===== config.mk =====
export PLATFORM = sky130hd
export DESIGN_NAME = mult_div_unit_flat
export DESIGN_NICKNAME = d
export VERILOG_FILES = /design/src/rtl/mult_div_pkg.sv /design/src/rtl/mult_div_if.sv /design/src/rtl/md_sign_fix.sv /design/src/rtl/mult_div_unit.sv /design/src/flat_wrapper.sv
export SDC_FILE = /design/constraint.sdc
export NUM_CORES = 1
export LEC_CHECK = 0
export BUFFER_PORTS_ARGS = -buffer_cell sky130_fd_sc_hd__buf_2
export CAP_MARGIN = 25
export CORE_UTILIZATION = 40
export DETAILED_ROUTE_END_ITERATION = 6
export PLACE_DENSITY = 0.67
export SYNTH_ARGS = -nofsm -noshare
export SYNTH_HDL_FRONTEND = slang
export SYNTH_SLANG_ARGS = --single-unit

===== constraint.sdc =====
create_clock -name clk -period 4.75 [get_ports clk]
set_clock_uncertainty 0.1 [all_clocks]
set_input_delay 0.2375 -clock clk [delete_from_list [all_inputs] [get_ports clk]]
set_output_delay 0.2375 -clock clk [all_outputs]
set_load 0.05 [all_outputs]

===== src/rtl/mult_div_pkg.sv =====
// Shared types for the iterative signed multiply/divide unit.
package mult_div_pkg;

  localparam int DEF_WIDTH = 32;

  typedef enum logic [2:0] {
    IDLE = 3'd0,
    MULT = 3'd1,
    DIV  = 3'd2,
    FIX  = 3'd3,
    DONE = 3'd4
  } md_state_e;

  typedef enum logic {
    OP_MULT = 1'b0,
    OP_DIV  = 1'b1
  } md_op_e;

endpackage


===== src/rtl/mult_div_if.sv =====
// Control-unit <-> mult/div handshake: start strobes, operands, results and status.
interface mult_div_if #(
  parameter int WIDTH = 32
);
  logic             mult_start;
  logic             div_start;
  logic [WIDTH-1:0] a;
  logic [WIDTH-1:0] b;
  logic [WIDTH-1:0] hi;
  logic [WIDTH-1:0] lo;
  logic             busy;
  logic             done;
  logic             div_by_zero;

  modport master (
    output mult_start, div_start, a, b,
    input  hi, lo, busy, done, div_by_zero
  );

  modport slave (
    input  mult_start, div_start, a, b,
    output hi, lo, busy, done, div_by_zero
  );
endinterface


===== src/rtl/md_sign_fix.sv =====
// Sign handling around the unsigned core: operand magnitudes on the way in,
// sign restoration of product / quotient / remainder on the way out.
module md_sign_fix
  import mult_div_pkg::*;
#(
  parameter int WIDTH = DEF_WIDTH
) (
  input  logic [WIDTH-1:0]   i_a,
  input  logic [WIDTH-1:0]   i_b,
  output logic [WIDTH-1:0]   o_abs_a,
  output logic [WIDTH-1:0]   o_abs_b,
  input  md_op_e             i_op,
  input  logic               i_neg_a,
  input  logic               i_neg_b,
  input  logic [2*WIDTH-1:0] i_acc,
  output logic [WIDTH-1:0]   o_hi,
  output logic [WIDTH-1:0]   o_lo
);

  logic               w_neg_res;
  logic [2*WIDTH-1:0] w_prod;
  logic [WIDTH-1:0]   w_quo;
  logic [WIDTH-1:0]   w_rem;

  // Magnitude of -2^(W-1) wraps to itself, which is the correct unsigned value.
  assign o_abs_a = i_a[WIDTH-1] ? -i_a : i_a;
  assign o_abs_b = i_b[WIDTH-1] ? -i_b : i_b;

  assign w_neg_res = i_neg_a ^ i_neg_b;
  assign w_prod    = w_neg_res ? -i_acc : i_acc;
  assign w_quo     = w_neg_res ? -i_acc[WIDTH-1:0] : i_acc[WIDTH-1:0];
  // Remainder follows the dividend's sign (truncating division).
  assign w_rem     = i_neg_a ? -i_acc[2*WIDTH-1:WIDTH] : i_acc[2*WIDTH-1:WIDTH];

  always_comb begin
    o_hi = w_prod[2*WIDTH-1:WIDTH];
    o_lo = w_prod[WIDTH-1:0];
    if (i_op == OP_DIV) begin
      o_hi = w_rem;
      o_lo = w_quo;
    end
  end

endmodule


===== src/rtl/mult_div_unit.sv =====
// Iterative signed MULT/DIV: one shift-add or restoring-divide step per cycle,
// sign correction in FIX, HI/LO written once per completed operation.
//
//   state | meaning
//   IDLE  | waiting for mult_start / div_start
//   MULT  | shift-add iteration, one multiplier bit per cycle
//   DIV   | restoring-divide iteration, one quotient bit per cycle
//   FIX   | sign-correct result, write hi/lo
//   DONE  | pulse done, drop busy, return to IDLE
module mult_div_unit
  import mult_div_pkg::*;
#(
  parameter int WIDTH = DEF_WIDTH
) (
  input logic     clk,
  input logic     reset,
  mult_div_if.slave bus
);

  localparam int             CW      = $clog2(WIDTH);
  localparam logic [CW-1:0]  CNT_MAX = CW'(WIDTH - 1);
  localparam logic [CW-1:0]  CNT_ONE = CW'(1);

  md_state_e          r_state;
  md_op_e             r_op;
  logic               r_neg_a;
  logic               r_neg_b;
  logic [CW-1:0]      r_cnt;
  logic [2*WIDTH-1:0] r_acc;
  logic [WIDTH-1:0]   r_opb;
  logic [WIDTH-1:0]   r_hi;
  logic [WIDTH-1:0]   r_lo;
  logic               r_busy;
  logic               r_done;
  logic               r_dbz;

  logic [WIDTH-1:0]   w_abs_a;
  logic [WIDTH-1:0]   w_abs_b;
  logic [WIDTH-1:0]   w_fix_hi;
  logic [WIDTH-1:0]   w_fix_lo;
  logic [WIDTH:0]     w_mult_sum;
  logic [2*WIDTH-1:0] w_mult_nxt;
  logic [2*WIDTH-1:0] w_div_sh;
  logic [WIDTH:0]     w_div_trial;
  logic [2*WIDTH-1:0] w_div_nxt;

  md_sign_fix #(.WIDTH(WIDTH)) u_sign_fix (
    .i_a     (bus.a),
    .i_b     (bus.b),
    .o_abs_a (w_abs_a),
    .o_abs_b (w_abs_b),
    .i_op    (r_op),
    .i_neg_a (r_neg_a),
    .i_neg_b (r_neg_b),
    .i_acc   (r_acc),
    .o_hi    (w_fix_hi),
    .o_lo    (w_fix_lo)
  );

  // Mult: acc = {partial product, remaining multiplier bits}; r_opb = multiplicand.
  assign w_mult_sum = {1'b0, r_acc[2*WIDTH-1:WIDTH]} + {1'b0, (r_acc[0] ? r_opb : '0)};
  assign w_mult_nxt = {w_mult_sum, r_acc[WIDTH-1:1]};

  // Div: acc = {remainder, dividend bits shifting into quotient}; r_opb = divisor.
  // Remainder < divisor <= 2^(W-1), so the shifted top bit is always zero and
  // the W+1-bit trial holds the borrow in its MSB.
  assign w_div_sh    = {r_acc[2*WIDTH-2:0], 1'b0};
  assign w_div_trial = {1'b0, w_div_sh[2*WIDTH-1:WIDTH]} - {1'b0, r_opb};
  assign w_div_nxt   = w_div_trial[WIDTH] ? w_div_sh
                                          : {w_div_trial[WIDTH-1:0], w_div_sh[WIDTH-1:1], 1'b1};

  always_ff @(posedge clk) begin
    if (reset) begin
      r_state <= IDLE;
      r_op    <= OP_MULT;
      r_neg_a <= 1'b0;
      r_neg_b <= 1'b0;
      r_cnt   <= '0;
      r_acc   <= '0;
      r_opb   <= '0;
      r_hi    <= '0;
      r_lo    <= '0;
      r_busy  <= 1'b0;
      r_done  <= 1'b0;
      r_dbz   <= 1'b0;
    end else begin
      r_done <= 1'b0;
      r_dbz  <= 1'b0;
      case (r_state)
        IDLE: begin
          if (bus.mult_start) begin
            r_op    <= OP_MULT;
            r_neg_a <= bus.a[WIDTH-1];
            r_neg_b <= bus.b[WIDTH-1];
            r_acc   <= {{WIDTH{1'b0}}, w_abs_b};
            r_opb   <= w_abs_a;
            r_cnt   <= CNT_MAX;
            r_busy  <= 1'b1;
            r_state <= MULT;
          end else if (bus.div_start) begin
            if (bus.b == '0) begin
              r_dbz <= 1'b1;
            end else begin
              r_op    <= OP_DIV;
              r_neg_a <= bus.a[WIDTH-1];
              r_neg_b <= bus.b[WIDTH-1];
              r_acc   <= {{WIDTH{1'b0}}, w_abs_a};
              r_opb   <= w_abs_b;
              r_cnt   <= CNT_MAX;
              r_busy  <= 1'b1;
              r_state <= DIV;
            end
          end
        end
        MULT: begin
          r_acc <= w_mult_nxt;
          r_cnt <= r_cnt - CNT_ONE;
          if (r_cnt == '0) r_state <= FIX;
        end
        DIV: begin
          r_acc <= w_div_nxt;
          r_cnt <= r_cnt - CNT_ONE;
          if (r_cnt == '0) r_state <= FIX;
        end
        FIX: begin
          r_hi    <= w_fix_hi;
          r_lo    <= w_fix_lo;
          r_state <= DONE;
        end
        DONE: begin
          r_done  <= 1'b1;
          r_busy  <= 1'b0;
          r_state <= IDLE;
        end
        default: r_state <= IDLE;
      endcase
    end
  end

  assign bus.hi          = r_hi;
  assign bus.lo          = r_lo;
  assign bus.busy        = r_busy;
  assign bus.done        = r_done;
  assign bus.div_by_zero = r_dbz;

endmodule


===== src/flat_wrapper.sv =====
// flat-port wrapper written by rule: the top's interface ports become plain ports
module mult_div_unit_flat import mult_div_pkg::*;
#(
  parameter int WIDTH = DEF_WIDTH
)
  (clk, reset, bus_mult_start, bus_div_start, bus_a, bus_b, bus_hi, bus_lo, bus_busy, bus_done, bus_div_by_zero);
  mult_div_if #(.WIDTH(WIDTH)) bus_i ();
  input logic clk;
  input logic reset;
  input wire logic [$bits(bus_i.mult_start)-1:0] bus_mult_start;
  input wire logic [$bits(bus_i.div_start)-1:0] bus_div_start;
  input wire logic [$bits(bus_i.a)-1:0] bus_a;
  input wire logic [$bits(bus_i.b)-1:0] bus_b;
  output wire logic [$bits(bus_i.hi)-1:0] bus_hi;
  output wire logic [$bits(bus_i.lo)-1:0] bus_lo;
  output wire logic [$bits(bus_i.busy)-1:0] bus_busy;
  output wire logic [$bits(bus_i.done)-1:0] bus_done;
  output wire logic [$bits(bus_i.div_by_zero)-1:0] bus_div_by_zero;
  assign bus_i.mult_start = bus_mult_start;
  assign bus_i.div_start = bus_div_start;
  assign bus_i.a = bus_a;
  assign bus_i.b = bus_b;
  assign bus_hi = bus_i.hi;
  assign bus_lo = bus_i.lo;
  assign bus_busy = bus_i.busy;
  assign bus_done = bus_i.done;
  assign bus_div_by_zero = bus_i.div_by_zero;
  mult_div_unit #(.WIDTH(WIDTH)) u_core (.clk(clk), .reset(reset), .bus(bus_i));
endmodule

**Word-level counts from Yosys, hierarchy flattened**

Index checks and enable logic that the tools add are counted.
Widths: inputs -> output; s select.

- Flip-flop bits (word level): 174
- Input port bits: 68
- Logic and storage cells: 83

- $add $sub $neg: 8
- Eq/ne operators: 8
- Muxes and demuxes: 38
- Bitwise logic cells: 3
- Reduce and logical (&&, ||, !) cells: 14

Operator list:

| kind | number |
|---|---|
| $mux 32 | 10 |
| $mux 64 | 5 |
| $pmux 64 s3 | 1 |
| $neg 32->32 | 4 |
| $neg 64->64 | 1 |
| $add 32x32->33 | 1 |
| $sub 32x32->33 | 1 |
| $logic_not 32->1 | 1 |
| $mux 5 | 3 |
| $reduce_and 3->1 | 5 |
| $mux 1 | 12 |
| $mux 3 | 4 |
| $pmux 5 s2 | 1 |
| $pmux 3 s3 | 1 |
| $eq 3x2->1 const B | 2 |
| $ne 3x3->1 const B | 2 |
| $reduce_bool 2->1 | 3 |
| $logic_not 5->1 | 1 |
| $sub 5x1->5 const B | 1 |
| $reduce_or 4->1 | 1 |
| $eq 3x1->1 const B | 1 |
| $eq 3x3->1 const B | 1 |
| $logic_not 3->1 | 1 |
| $reduce_bool 3->1 | 1 |
| 6 further kinds | 7 |

**Longest topological paths before layout**

Gate-level depths: netlist of the first run.

- Depth in word-level cells: 6
- Gate-level depth with buffers: 14
- Mapped depth without buffers: 12

**By module**

From an unflattened synthesis of the first run, not the netlist that was laid out.

- Cells, all modules: 1943
- Area, all modules: 14607.8 um^2

Modules (own cells, without submodules):

| module | times used | cells each | area an instance (um^2) | seq. area each (um^2) |
|---|---|---|---|---|
| mult_div_unit | 1 | 1465 | 11441.0 | 3483.3 |
| md_sign_fix | 1 | 478 | 3166.8 | 0.0 |

**Worst setup path after synthesis of the first run**

No wires, ideal clock.

- Path type: register -> register
- Start point: register u_core.r_acc[31]
- End point: register u_core.r_acc[35]
- Setup time: 0.134 ns
- Arrival time: 3.125 ns
- Setup slack: 1.391 ns
- Stages on the path, launching flop included: 15
- Buffers on the path: 3
- Path through: dfxtp_1 -> inv_1 -> ha_1 -> fa_1 -> nand2b_1 -> a211oi_1 -> o211ai_1 -> o21ai_0 -> a41o_1 -> buf_2 -> a21o_1 -> clkbuf_1 -> buf_2 -> mux2i_1 -> o22ai_1

- Cells in the longest elaborated chain, start to end: 3

RTL lines:

| what | line | text |
|---|---|---|
| start, declared | mult_div_unit.sv:29 | `logic [2*WIDTH-1:0] r_acc;` |
| start signal, assigned | mult_div_unit.sv:95 | `r_acc <= {{WIDTH{1'b0}}, w_abs_b};` |
| start signal, assigned | mult_div_unit.sv:107 | `r_acc <= {{WIDTH{1'b0}}, w_abs_a};` |
| start signal, assigned | mult_div_unit.sv:116 | `r_acc <= w_mult_nxt;` |
| $sub 32x32->33 | mult_div_unit.sv:68 | `assign w_div_trial = {1'b0, w_div_sh[2*WIDTH-1:WIDTH]} - {1'b0, r_opb};` |
| $mux 64 | mult_div_unit.sv:69 | `assign w_div_nxt = w_div_trial[WIDTH] ? w_div_sh` |
| $pmux 64 s3 | mult_div_unit.sv:89 | `case (r_state)` |

Every way passes these cells.
A chain may end at the register's enable or synchronous reset.

**Worst setup path after layout of the first run**

Ends and elaborated chain as after synthesis.

==> run summary, run 1 <==
outcome - complete, but fails checks
failing checks - DRC
FF+latch count, synth - 174
Die W - 193.4 um
hold_ws - 0.1351 ns
drt wl/cell - 20.75 um
largest net degree at the start of global routing - 84
worst-case clock buffer depth - 2
CP cell instances - inv_1 > ha_1 > fa_1 > nand2b_1 > a211oi_1 > o211ai_1 > o21ai_0 > a41o_1 > a21o_1 > buf_4 > mux2i_1 > o22ai_1
RSZ-0062 raised after global routing - false
WP data required - 4.96 ns
commonest non-fill, non-tap cell in the layout - nor2_1
layout cells sized above 1 - 0.1140
Post-Syn Nets - 2133
measured slew at the worst slew-check pin - 1.072 ns
CP peak stage delay - 0.52 ns
die span in y - 193.4 um
Leakage - 6.576 nW
DPL Wire Length - 40.06 mm
Async SR Flop Fraction - 0
Primary FF master, synth - dfxtp_1
Max Cap Violations - 0
register area - 3483 um2
clock transition at the registers of the reported paths - 0.08 ns
Achievable Freq - 0.2378 GHz
initial antenna violation count - 0
IO Port Bufs - 134
Synth Area in Adders - 0.06338
Starting Density - 0.4088
PwrDens - 318.1 nW/um2
Worst Hold Class - in -> reg
multiplexer area fraction after synthesis - 0.02759
period utilisation layout - 0.8854
CTS H-Tree Depth - 4
Post-Syn Area - 14650 um2
Setup Fix Bufs, Post-CTS - 0
GRT Total Usage - 0.2703
Initial DRT Pass Iterations - 7
Inst Count DP - 2479
Synth Warn # - 0
type of origin of the critical path - register
Tmin final - 4.206 ns
worst-path maximum fanout - 25
slowest stage cell on the critical path - o21ai_0
vias - 15750
Diodes inserted - 0
Post-Synthesis Cells - 1992
Area Growth Syn to Fin - 11.05%
combinational family with the most area after synthesis - compound AO/OA/AOI/OAI gates
Resized cells post-CTS - 0
Final TNS setup - 0 ns
DRT Wirelength - 52.15 mm
Fin. Hold Viols - 0
Netlist cell types - 75
number of flops mapped to enable cells by yosys - 0
DP Worst Slack - 0.7028 ns
VDD IR-drop max - 0.0002435 V
final setup fails - 0
fillers - 3655
Slew Limit Fails - 0
num ports - 135
DRC - 18
CTS tree - done
CTS Sinks - 174
first-pass GRT wire length - 80.63 mm
vias in the first global route - 14500
DR vias/cell - 6.266
Critical Setup Path Class - reg -> reg
setup ws final - 0.5443 ns
Relative slew margins - 0.2666
Post-Synth Simple-Gate Area - 0.2183
post-synthesis sequential area ratio - 0.2378
DRT antenna net count - 0
total congestion overflow - 0
xor/xnor cell area share of the yosys netlist - 0.08491
Final Util - 0.4540
placer's final routability congestion estimate - 0.9519
CTS Buf Count - 17
commonest cells after routing, fill and taps aside - nor2_1 (222), dfxtp_1 (174), nand2_1 (172)
die area - 37390 um2
multi-input logic area - 10420 um2
Finished Layout Cells - 2513
CTS Hold Buffers Added - 0
WP data arrival - 4.42 ns
Worst Setup End Kind - register
row count - 69
CORE AREA - 35830 um2
Starting DRT DRC Count - 1639
Root Buffer - clkbuf_16
Skew-Pair Late Insertion Delay - 0.46 ns
area fraction in compound gates after synthesis - 0.3146
Total Nets Final - 2180
mean area per synthesized cell - 7.353 um2
power breakdown:
group	total [mW]	switching (mW)	leakage (nW)	internal, mW
registers	1.74	0.169	1.42	1.57
clock network	1.46	0.744	0.293	0.718
logic	1.97	1.26	4.86	0.705
total	5.17	2.18	6.58	3.00
path summary, 6_finish.rpt:
kind | start | end | slack [ns] | depth (start not counted)
hold / removal | bus_a[28] | u_core.r_opb[28] | 0.14 | 4
setup / recovery | u_core.r_acc[31] | u_core.r_acc[35] | 0.54 | 12
setup reg to reg | u_core.r_acc[31] | u_core.r_acc[35] | 0.54 | 12
hold reg to reg | u_core.bus.hi[20] | u_core.bus.hi[20] | 0.36 | 2
routing by layer:
| layer | vias to the layer above | global-route usage | share of wire |
|---|---|---|---|
| met5 | - | 0 | 0 |
| met4 | 0 | 0.09570 | 0.028 |
| met3 | 100 | 0.03870 | 0.067 |
| met2 | 660 | 0.4291 | 0.45 |
| met1 | 7468 | 0.3720 | 0.46 |
| li1 | 7518 | - | - |
stage by stage:
step                cell area (um2)  power [mW]
floorplan                     14650       3.141
global placement              15620       3.668
detailed placement            15620       3.692
CTS                           16230       5.145
global route                  16270       5.440
finish                        16270       5.175
kinds of logic (layout without fill, tap and decap cells):
family                   Yosys count  after routing
buffers and inverters            203            263
XOR/XNOR                         142            142
AND/OR/NAND/NOR                  670            670
flip-flops                       174            174
AO/OA/AOI/OAI                    690            690
adder cells (fa/ha/maj)           73             73
multiplexers                      40             40
synth_stat cells (all sizes together) (6+ instances only):
master | number | area [um2]
a211o | 7 | 61.31
a211oi | 84 | 630.6
a21boi | 6 | 45.04
a21o | 36 | 270.3
a21oi | 145 | 725.7
a221oi | 31 | 271.5
a22o | 8 | 71.32
a22oi | 24 | 180.2
a311oi | 22 | 192.7
a31oi | 20 | 125.1
a32oi | 8 | 70.07
and2 | 9 | 56.30
and3 | 23 | 143.9
buf | 19 | 91.34
clkbuf | 118 | 442.9
dfxtp | 174 | 3483
ha | 71 | 888.4
inv | 65 | 244.0
mux2i | 37 | 370.4
nand2 | 172 | 645.6
nand2b | 13 | 81.33
nand3 | 41 | 205.2
nand3b | 6 | 45.04
nand4 | 26 | 162.7
nor2 | 225 | 844.6
nor2b | 13 | 81.33
nor3 | 42 | 210.2
nor4 | 15 | 108.9
o211ai | 28 | 210.2
o21a | 10 | 75.07
o21ai | 140 | 700.7
o21bai | 10 | 75.07
o22ai | 23 | 143.9
o31a | 6 | 52.55
o31ai | 35 | 262.8
o41ai | 16 | 155.2
or2 | 10 | 62.56
or3 | 36 | 232.7
or4 | 23 | 176.4
xnor2 | 74 | 648.1
xor2 | 68 | 595.6
registers in the layout, indices dropped and copies added, names as in the netlist:
signal	cells
u_core.bus.done	1
u_core.r_cnt	5
u_core.r_acc	64
u_core.bus.div_by_zero	1
u_core.bus.lo	32
u_core.bus.busy	1
u_core.r_state	3
u_core.r_neg_a	1
u_core.r_op	1
u_core.r_opb	32
u_core.r_neg_b	1
u_core.bus.hi	32
critical path: cells and delay by family, from the launching register on:
family                     cells  cell delay, ns
AOI/OAI and AO/OA              6            1.92
adders and majority gates      2            0.62
buffers and inverters          2            0.53
DFF                            1            0.40
muxes                          1            0.26
and+or+nand+nor                1            0.21
layout make-up:
class | count | share of cell area
multi-input combinational | 1615 | 0.6406
sequential | 174 | 0.2141
timing repair buffer | 165 | 0.05692
tap | 461 | 0.03546
clock buffer | 17 | 0.02615
inverter | 66 | 0.01523
clock inverter | 15 | 0.01154
Power figures use the tool's default switching activity.
==> inputs of run 2 (changes only) <==
--- a/config.mk
+++ b/config.mk
@@ -5,6 +5,7 @@
 export SDC_FILE = /design/constraint.sdc
 export NUM_CORES = 1
 export LEC_CHECK = 0
+export ABC_AREA = 1
 export BUFFER_PORTS_ARGS = -buffer_cell sky130_fd_sc_hd__buf_2
 export CAP_MARGIN = 25
 export CORE_UTILIZATION = 40
==> run summary, run 2 <==
Root Buffer - clkbuf_16
IO Port Bufs - 134
Crit path depth - 18
initial antenna violation count - 1
outcome - completed
Setup Fix Bufs, Post-CTS - 0
vias in the first global route - 19240
CTS Hold Buffers Added - 1
worst-path maximum fanout - 18
Resized cells post-CTS - 0
Async SR Flop Fraction - 0
Clock power frac - 0.102
DRC - 0
WP data required - 5.07 ns
vias - 21320
Worst Hold Depth - 4
total congestion overflow - 0
Max Cap Violations - 0
measured slew at the worst slew-check pin - 0.9747 ns
drt wl/cell - 17.87 um
Fin. Hold Viols - 0
row count - 77
Post-Syn Area - 17930 um2
Skew-Pair Late Insertion Delay - 0.47 ns
post-synthesis sequential area ratio - 0.1943
Starting DRT DRC Count - 2574
PwrDens - 726.5 nW/um2
CP peak stage delay - 0.43 ns
fillers - 4960
Total Nets Final - 3457
placer's final routability congestion estimate - 1.051
Slew Limit Fails - 0
commonest cells after routing, fill and taps aside - nand2_1 (967), inv_1 (496), nor2_1 (359)
first-pass GRT wire length - 107.6 mm
CTS Sinks - 174
DRT Wirelength - 70.10 mm
largest net degree at the start of global routing - 92
Logic pwr share - 0.710
FF+latch count, synth - 174
GRT Total Usage - 0.3078
VDD IR-drop max - 0.0005046 V
Relative slew margins - 0.3492
DR vias/cell - 5.435
Synth Warn # - 0
DRT antenna net count - 0
Bufs and invs on worst path - 3
Synth area leaders - nand2_1 (20%), dfxtp_1 (19%), inv_1 (10%)
worst-case clock buffer depth - 2
WP data arrival - 3.56 ns
Area Growth Syn to Fin - 9.358%
period utilisation layout - 0.6836
DPL Wire Length - 55.60 mm
Starting Density - 0.4055
Tmin final - 3.247 ns
P_int - 5.593 mW
hold_ws - 0.05566 ns
CTS Buf Count - 17
Primary FF master, synth - dfxtp_1
Sw Share - 0.6074
Initial DRT Pass Iterations - 6
Final TNS setup - 0 ns
Overall Power - 14.25 mW
Post-Synthesis Cells - 3255
Leakage - 10.42 nW
number of flops mapped to enable cells by yosys - 0
Post-Syn Nets - 3396
Flop pwr share - 0.188
final setup fails - 0
R2R depth - 18
CP top delay family - simple AND/OR/NAND/NOR gates
num ports - 135
layout cells sized above 1 - 0.07540
Worst Setup End Kind - register
Synth top area share - 0.2024
RSZ-0062 raised after global routing - false
die span in y - 213.7 um
Achievable Freq - 0.3079 GHz
Worst Hold Class - in -> reg
CTS H-Tree Depth - 4
slowest stage cell on the critical path - dfxtp_1
commonest non-fill, non-tap cell in the layout - nand2_1
Critical Setup Path Class - reg -> reg
count leader, synth - nand2_1
CTS tree - done
CORE AREA - 44220 um2
max FFs per register - 64
CP cell instances - inv_1 > ha_1 > fa_1 > inv_1 > nand3_1 > nand2_2 > nand2_1 > nand2_2 > nand2_1 > nand2_1 > nand2_1 > nand2_2 > nand2_2 > o21ai_0 > nand2_1 > nand3_1 > nand2_1 > inv_1
clock transition at the registers of the reported paths - 0.08 ns
switching power total - 8.653 mW
dominant cell type by area after synthesis - nand2_1
Commonest cells post-synth - nand2_1 (967), inv_1 (497), nor2_1 (359)
Die W - 213.7 um
Final Util - 0.4434
Netlist cell types - 46
die area - 45670 um2
type of origin of the critical path - register
mean area per synthesized cell - 5.508 um2
largest register by flop count - u_core.r_acc
crit-path most repeated cell - nand2_1
run 2: cell count changes in the layout (fill, tap and decap cells not counted), sizes merged, moves of 78 or more:
cell	change
nand2	+805
inv	+440
nand3	+258
nor2	+150
o21ai	+89
a211oi	-78
run 2: cell families (layout without fill, tap and decap cells):
family,count (synthesis),in the layout,synth area share
other,0,1,0
buffers and inverters,624,698,0.1368
flip-flops,174,174,0.1943
AO/OA/AOI/OAI,543,543,0.1645
adder cells (fa/ha/maj),73,73,0.05178
XOR/XNOR,79,79,0.03859
AND/OR/NAND/NOR,1762,1762,0.4141
run 2: power by group through the flow:
stage          combinational, mW  sequential, mW  clock (mW)
3_5_place_dp                9.76            2.67           0
5_1_grt                     11.2            2.70        1.51
3_3_place_gp                9.78            2.67           0
6_report                    10.1            2.68        1.45
4_1_cts                     9.82            2.64        1.46
2_1_floorplan               6.95            2.69           0
run 2: path summary, 6_finish.rpt:
| kind | from | to | slack, ns |
|---|---|---|---|
| worst max-delay path | u_core.r_acc[31] | u_core.r_acc[52] | 1.50 |
| worst min register to register | u_core.bus.busy | u_core.bus.busy | 0.38 |
| worst max register to register | u_core.r_acc[31] | u_core.r_acc[52] | 1.50 |
| worst min-delay path | bus_b[30] | u_core.bus.div_by_zero | 0.06 |
run 2: per-stage QoR:
stage	instances	instance area [um2]	setup WS, ns
2_1_floorplan	3255	17930	2.186
3_3_place_gp	3887	18980	1.630
3_5_place_dp	3887	18980	1.583
4_1_cts	3920	19580	1.554
5_1_grt	3921	19610	1.230
6_report	3922	19610	1.503
run 2: worst reg2reg max path: stages (launching register included):
cell and delay (ns):
dfxtp_1 0.43, inv_1 0.11, ha_1 0.20, fa_1 0.41
inv_1 0.15, nand3_1 0.10, nand2_2 0.13, nand2_1 0.07
nand2_2 0.10, nand2_1 0.06, nand2_1 0.11, nand2_1 0.08
nand2_2 0.29, nand2_2 0.38, o21ai_0 0.18, nand2_1 0.08
nand3_1 0.07, nand2_1 0.05, inv_1 0.07
run 2: layer usage:
metal	GRT usage	vias up	share of wire	routed length [um]
li1	-	10510	-	-
met1	0.4016	9557	0.42	29420
met2	0.4816	1051	0.43	30170
met3	0.03793	202	0.082	5771
met4	0.1931	0	0.068	4737
met5	0	-	0	0
run 2: area by class of cell:
cell class | count | area [um2] | share of cell area
Clock inverter | 14 | 145.1 | 0.007402
Multi-Input combinational cell | 2457 | 12010 | 0.6123
Inverter | 509 | 1912 | 0.09750
Timing Repair Buffer | 157 | 878.3 | 0.04480
Sequential cell | 174 | 3483 | 0.1777
Clock buffer | 18 | 439.2 | 0.02240
Antenna cell | 1 | 2.502 | 0.0001276
Tap cell | 592 | 740.7 | 0.03778
